### src/rtl/uart_tx_buffered.sv
// Buffered UART transmitter: byte FIFO drained by a baud-paced 8N1 serializer, LSB first.
// Define UART_TX_PARITY_EN to insert an even-parity bit (8E1 frames).
module uart_tx_buffered #(
    parameter int CLK_FREQ = 50000000,
    parameter int BAUD     = 115200,
    parameter int DEPTH    = 16
) (
    input  logic                     clk,
    input  logic                     rst_n,
    input  logic                     we_i,
    input  logic [7:0]               wdata_i,
    input  logic                     clr_ovf_i,
    output logic                     full_o,
    output logic                     empty_o,
    output logic                     busy_o,
    output logic [$clog2(DEPTH):0]   level_o,
    output logic                     ovf_o,
    output logic                     tx_o
);

    localparam int CPB   = CLK_FREQ / BAUD;
    localparam int CNT_W = $clog2(CPB);
    localparam int AW    = $clog2(DEPTH);
    localparam logic [CNT_W-1:0] CNT_LAST = CNT_W'(CPB - 1);

`ifdef UART_TX_PARITY_EN
    typedef enum logic [2:0] {S_IDLE, S_START, S_DATA, S_PARITY, S_STOP} state_t;
`else
    typedef enum logic [2:0] {S_IDLE, S_START, S_DATA, S_STOP} state_t;
`endif

    logic [7:0]       mem_q [DEPTH];
    logic [AW:0]      wr_ptr_q;
    logic [AW:0]      rd_ptr_q;
    logic             ovf_q;
    state_t           state_q;
    logic [CNT_W-1:0] cnt_q;
    logic [2:0]       bit_idx_q;
    logic [7:0]       shift_q;
    logic             tx_q;
`ifdef UART_TX_PARITY_EN
    logic             parity_q;
`endif

    logic empty;
    logic full;
    logic push;
    logic pop;
    logic tick;
    logic [7:0] head;

    assign empty = (wr_ptr_q == rd_ptr_q);
    assign full  = (wr_ptr_q[AW] != rd_ptr_q[AW]) &&
                   (wr_ptr_q[AW-1:0] == rd_ptr_q[AW-1:0]);
    assign push  = we_i && !full;
    assign pop   = (state_q == S_IDLE) && !empty;
    assign tick  = (cnt_q == CNT_LAST);
    assign head  = mem_q[rd_ptr_q[AW-1:0]];

    assign full_o  = full;
    assign empty_o = empty;
    assign busy_o  = !empty || (state_q != S_IDLE);
    assign level_o = wr_ptr_q - rd_ptr_q;
    assign ovf_o   = ovf_q;
    assign tx_o    = tx_q;

    // Storage carries no reset so it can map onto RAM primitives.
    always_ff @(posedge clk) begin
        if (push) begin
            mem_q[wr_ptr_q[AW-1:0]] <= wdata_i;
        end
    end

    always_ff @(posedge clk or negedge rst_n) begin
        if (!rst_n) begin
            wr_ptr_q <= '0;
            rd_ptr_q <= '0;
            ovf_q    <= 1'b0;
        end else begin
            if (push) begin
                wr_ptr_q <= wr_ptr_q + 1'b1;
            end
            if (pop) begin
                rd_ptr_q <= rd_ptr_q + 1'b1;
            end
            // A dropped write outranks a simultaneous clear.
            if (we_i && full) begin
                ovf_q <= 1'b1;
            end else if (clr_ovf_i) begin
                ovf_q <= 1'b0;
            end
        end
    end

    always_ff @(posedge clk or negedge rst_n) begin
        if (!rst_n) begin
            state_q   <= S_IDLE;
            cnt_q     <= '0;
            bit_idx_q <= '0;
            shift_q   <= '0;
            tx_q      <= 1'b1;
`ifdef UART_TX_PARITY_EN
            parity_q  <= 1'b0;
`endif
        end else begin
            case (state_q)
                S_IDLE:   tx_q <= 1'b1;
                S_START:  tx_q <= 1'b0;
                S_DATA:   tx_q <= shift_q[0];
`ifdef UART_TX_PARITY_EN
                S_PARITY: tx_q <= parity_q;
`endif
                default:  tx_q <= 1'b1;
            endcase

            if (state_q == S_IDLE) begin
                cnt_q <= '0;
            end else begin
                cnt_q <= tick ? '0 : cnt_q + 1'b1;
            end

            case (state_q)
                S_IDLE: begin
                    if (pop) begin
                        shift_q  <= head;
`ifdef UART_TX_PARITY_EN
                        parity_q <= ^head;
`endif
                        state_q  <= S_START;
                    end
                end
                S_START: begin
                    if (tick) begin
                        bit_idx_q <= '0;
                        state_q   <= S_DATA;
                    end
                end
                S_DATA: begin
                    if (tick) begin
                        shift_q   <= {1'b0, shift_q[7:1]};
                        bit_idx_q <= bit_idx_q + 1'b1;
                        if (bit_idx_q == 3'd7) begin
`ifdef UART_TX_PARITY_EN
                            state_q <= S_PARITY;
`else
                            state_q <= S_STOP;
`endif
                        end
                    end
                end
`ifdef UART_TX_PARITY_EN
                S_PARITY: begin
                    if (tick) begin
                        state_q <= S_STOP;
                    end
                end
`endif
                S_STOP: begin
                    if (tick) begin
                        state_q <= S_IDLE;
                    end
                end
                default: state_q <= S_IDLE;
            endcase
        end
    end

endmodule

### config.mk
export PLATFORM = sky130hd
export DESIGN_NAME = uart_tx_buffered
export DESIGN_NICKNAME = d
export VERILOG_FILES = /design/src/rtl/uart_tx_buffered.sv
export SDC_FILE = /design/constraint.sdc
export NUM_CORES = 1
export LEC_CHECK = 0
export ABC_CLOCK_PERIOD_IN_PS = 2900
export CAP_MARGIN = 0
export CELL_PAD_IN_SITES_DETAIL_PLACEMENT = 2
export CELL_PAD_IN_SITES_GLOBAL_PLACEMENT = 2
export CORE_UTILIZATION = 41
export CTS_CLUSTER_DIAMETER = 50
export DETAILED_ROUTE_END_ITERATION = 16
export PLACE_DENSITY_LB_ADDON = 0.1
export REMOVE_ABC_BUFFERS = 1
export SYNTH_ARGS = -nofsm -noshare
export SYNTH_HDL_FRONTEND = slang
export SYNTH_SLANG_ARGS = --single-unit
### constraint.sdc
create_clock -name clk -period 2.9 [get_ports clk]
set_input_delay 0.58 -clock clk [delete_from_list [all_inputs] [get_ports clk]]
set_output_delay 0.58 -clock clk [all_outputs]
set_load 0.01 [all_outputs]
==> summary.txt <==
Run status
  – Status: finished, final reports clean

Placed design
  – Hpwl dp: 10700 um
  – DP Area: 7320 sq um
  – Routability cong.: 0.724
  – # port buffers: 21

Drt
  – Vias/cell: 5.52
  – DR DRC count: 0
  – Wire per inst: 23.8 um
  – Via count: 3748
  – DRT iter0 DRCs: 219
  – DRT Pass-1 Iters: 4
  – Final ANT Viol Nets: 0
  – Post-Route WL: 16200 um

Power and ir drop
  – Clock power frac: 26.5%
  – Leakage Power: 2.86 nW
  – Power per cell area: 1060 nW/um^2
  – Sequential Power Share: 36.4%
  – Tot Pwr: 8.47 mW
  – Combinational power share: 37.0%
  – Peak VDD IR: 0.574 mV
  – Sw Ratio: 34.1%
  – P_sw: 2.88 mW
  – P_int: 5.58 mW

Clocking
  – TritonCTS clock tree: built
  – CTS max path bufs: 2
  – Cts bufs inserted: 17
  – H-tree Lvls: 4
  – Root buf cell: clkbuf_16
  – Clock slew at reported path FFs: 0.07 ns
  – Clock insertion delay at the later pin of the skew report: 0.43 ns
  – Clk sinks: 162

Timing
  – Final Hold Vio Count: 0
  – Fmax: 354 MHz
  – Slew @ Worst Pin: 0.851 ns
  – Period utilization: 97.4%
  – WHS: 0.251 ns
  – Final Max Tran Viols: 0
  – RSZ-0062 raised after global routing: false
  – Worst relative slew slack: 43.3%
  – Min Tclk post-route: 2.82 ns
  – Final setup viols: 0
  – Skew final: 0.00798 ns

Cells and area
  – Fillers: 1469
  – N_diodes: 0
  – Area Growth Syn to Fin: 16.2%
  – Final instance area: 7980 sq um
  – Layout cell share with drive strength beyond 1: 19.9%
  – Nets: 480

Worst setup path
  – Worst setup EP type: output port
  – Data required, critical path: 2.32 ns
  – Crit path kind: flip-flop to output port
  – Worst Setup Start Kind: flip-flop
  – Critical path peak fanout: 3
  – CP arrival: 2.24 ns

Yosys
  – Top-count cell post-synth: edfxtp_1
  – Sequential area share after synthesis: 68.4%
  – Yosys warnings: 0
  – Area contributors post-synth: edfxtp_1 (56%), dfrtp_1 (12%), mux4_2 (7.9%), ha_1 (3.1%), mux2i_1 (3.1%)
  – Cell variety after synth: 52
  – Synth top area share: 56.0%
  – Most instantiated cells after synthesis: edfxtp_1 (128), dfrtp_1 (33), nor2_1 (27), mux4_2 (24), mux2i_1 (21)
  – Cell taking the most area after synthesis: edfxtp_1
  – Synth Flop Type: edfxtp_1
  – Synth Area per Inst: 16.7 sq um
  – Mapped Cells: 411
  – Ys async rst share: 21.0%
  – Synth Register Bits: 162
  – EDFF count, synth: 128
  – Syn Std Cell Area: 6870 sq um

GRT
  – Grt ovf: 0
  – Largest net degree at the start of global routing: 40
  – Total track usage: 20.4%
  – First-pass GRT wire length: 25600 um
  – Initial antenna violation count: 0
  – Vias in the first global route: 4175

Floorplan
  – I/O Pins: 22
  – Initial core utilization: 42.6%
  – Die area: 17300 sq um
  – Die span in y: 131 um
  – Row cnt: 46
  – DIE WIDTH: 131 um
  – CORE AREA: 16100 sq um

Min path
  – Hold crit path type: input port to asynchronous set/reset pin

Job
  – Max-Cap Viols: 0
-- cells by family after synthesis --
logic type	synth area share, %
adders and majority gates	3.39
muxes	12.1
xor gates and xnor gates	2.55
DFF	68.4
AOI/OAI and AO/OA	4.98
buffers and inverters	2.30
and+or+nand+nor	6.31
-- critical path: stages (launching register included) --
cell and delay [ns]:
dfrtp_2 0.43, ha_1 0.34, a21o_1 0.19, a21oi_1 0.17, xnor2_1 0.14, clkdlybuf4s50_1 0.56
-- sequential cells by signal, indices dropped and copies added, names as in the netlist --
signal     flops
ovf_o          1
state_q        2
wr_ptr_q       5
cnt_q          9
bit_idx_q      3
rd_ptr_q       5
mem_q        128
tx_o           1
shift_q        8
-- layer usage --
layer	vias to the layer above	global-route usage, %	part of all wire, %
met3	11	4.32	2.1
met2	42	34.0	51
met4	0	5.68	0.89
met5	-	0	0
met1	2007	26.9	46
li1	1688	-	-
-- power groups by stage --
stage,registers [mW],clock network [mW],logic [mW]
global route,3.12,2.37,3.40
detailed placement,3.16,0,3.04
global placement,3.12,0,2.93
floorplan,3.27,0,1.72
CTS,3.09,2.29,3.16
finish,3.09,2.25,3.13
-- cells in the final DEF, fill, tap and decap left out, types with 3 or more instances in the layout --
cell type,netlist,final
clkdlybuf4s50_1,0,17
nor2_1,27,27
a21oi_1,4,4
a32o_1,3,3
dfrtp_1,33,29
nor3_1,4,4
xor2_1,5,5
o31ai_1,5,5
mux2_2,6,6
edfxtp_1,128,128
and2_1,4,4
o21ai_0,12,12
ha_1,17,15
xnor2_1,15,15
buf_4,5,16
nand2_1,7,7
and4_1,5,5
mux4_2,24,24
o221ai_1,5,5
dfrtp_2,0,4
clkinv_4,0,3
mux2i_1,21,21
inv_1,13,11
clkbuf_16,0,17
a21o_1,3,3
a221oi_1,5,5
nand3_1,7,7
nand4_1,5,5
and3_1,10,9
-- stage by stage --
| step | setup slack [ns] | TNS, ns | cells | util (%) |
|---|---|---|---|---|
| 6_report | 0.0766 | 0 | 679 | 49.5 |
| 5_1_grt | 0.00261 | 0 | 679 | 49.5 |
| 4_1_cts | 0.00803 | 0 | 677 | 49.4 |
| 3_5_place_dp | 0.146 | 0 | 642 | 45.4 |
| 3_3_place_gp | 0.217 | 0 | 642 | 45.4 |
| 2_1_floorplan | -0.467 | -29.58 | 394 | - |
-- area by class of cell --
| type | count | area, sq um | area share, % |
|---|---|---|---|
| clock inverter | 14 | 155 | 1.94 |
| sequential | 162 | 4700 | 58.9 |
| multi-input combinational | 217 | 2040 | 25.5 |
| timing repair buffer | 37 | 325 | 4.08 |
| inverter | 15 | 58.8 | 0.737 |
| clock buffer | 18 | 429 | 5.38 |
| tap | 216 | 270 | 3.39 |
-- path summary, 6_finish.rpt --
check	from	to	slack (ns)	cells after the start
min in group clk	shift_q[7]	shift_q[7]	0.51	1
worst min-delay path	rst_n	cnt_q[7]	0.25	1
worst max-delay path	wr_ptr_q[1]	level_o[3]	0.08	5
worst max register to register	rd_ptr_q[0]	shift_q[4]	0.31	5
worst min register to register	shift_q[7]	shift_q[7]	0.51	1
max in group asynchronous	rst_n	wr_ptr_q[1]	2.05	1
-- repair_timing --
action	CTS	global route
hold buffers	0	0
setup buffers	3	2
resized for setup	10	4
setup endpoints to repair	5	3
cloned	0	0
(Power assumes the default switching activity.)
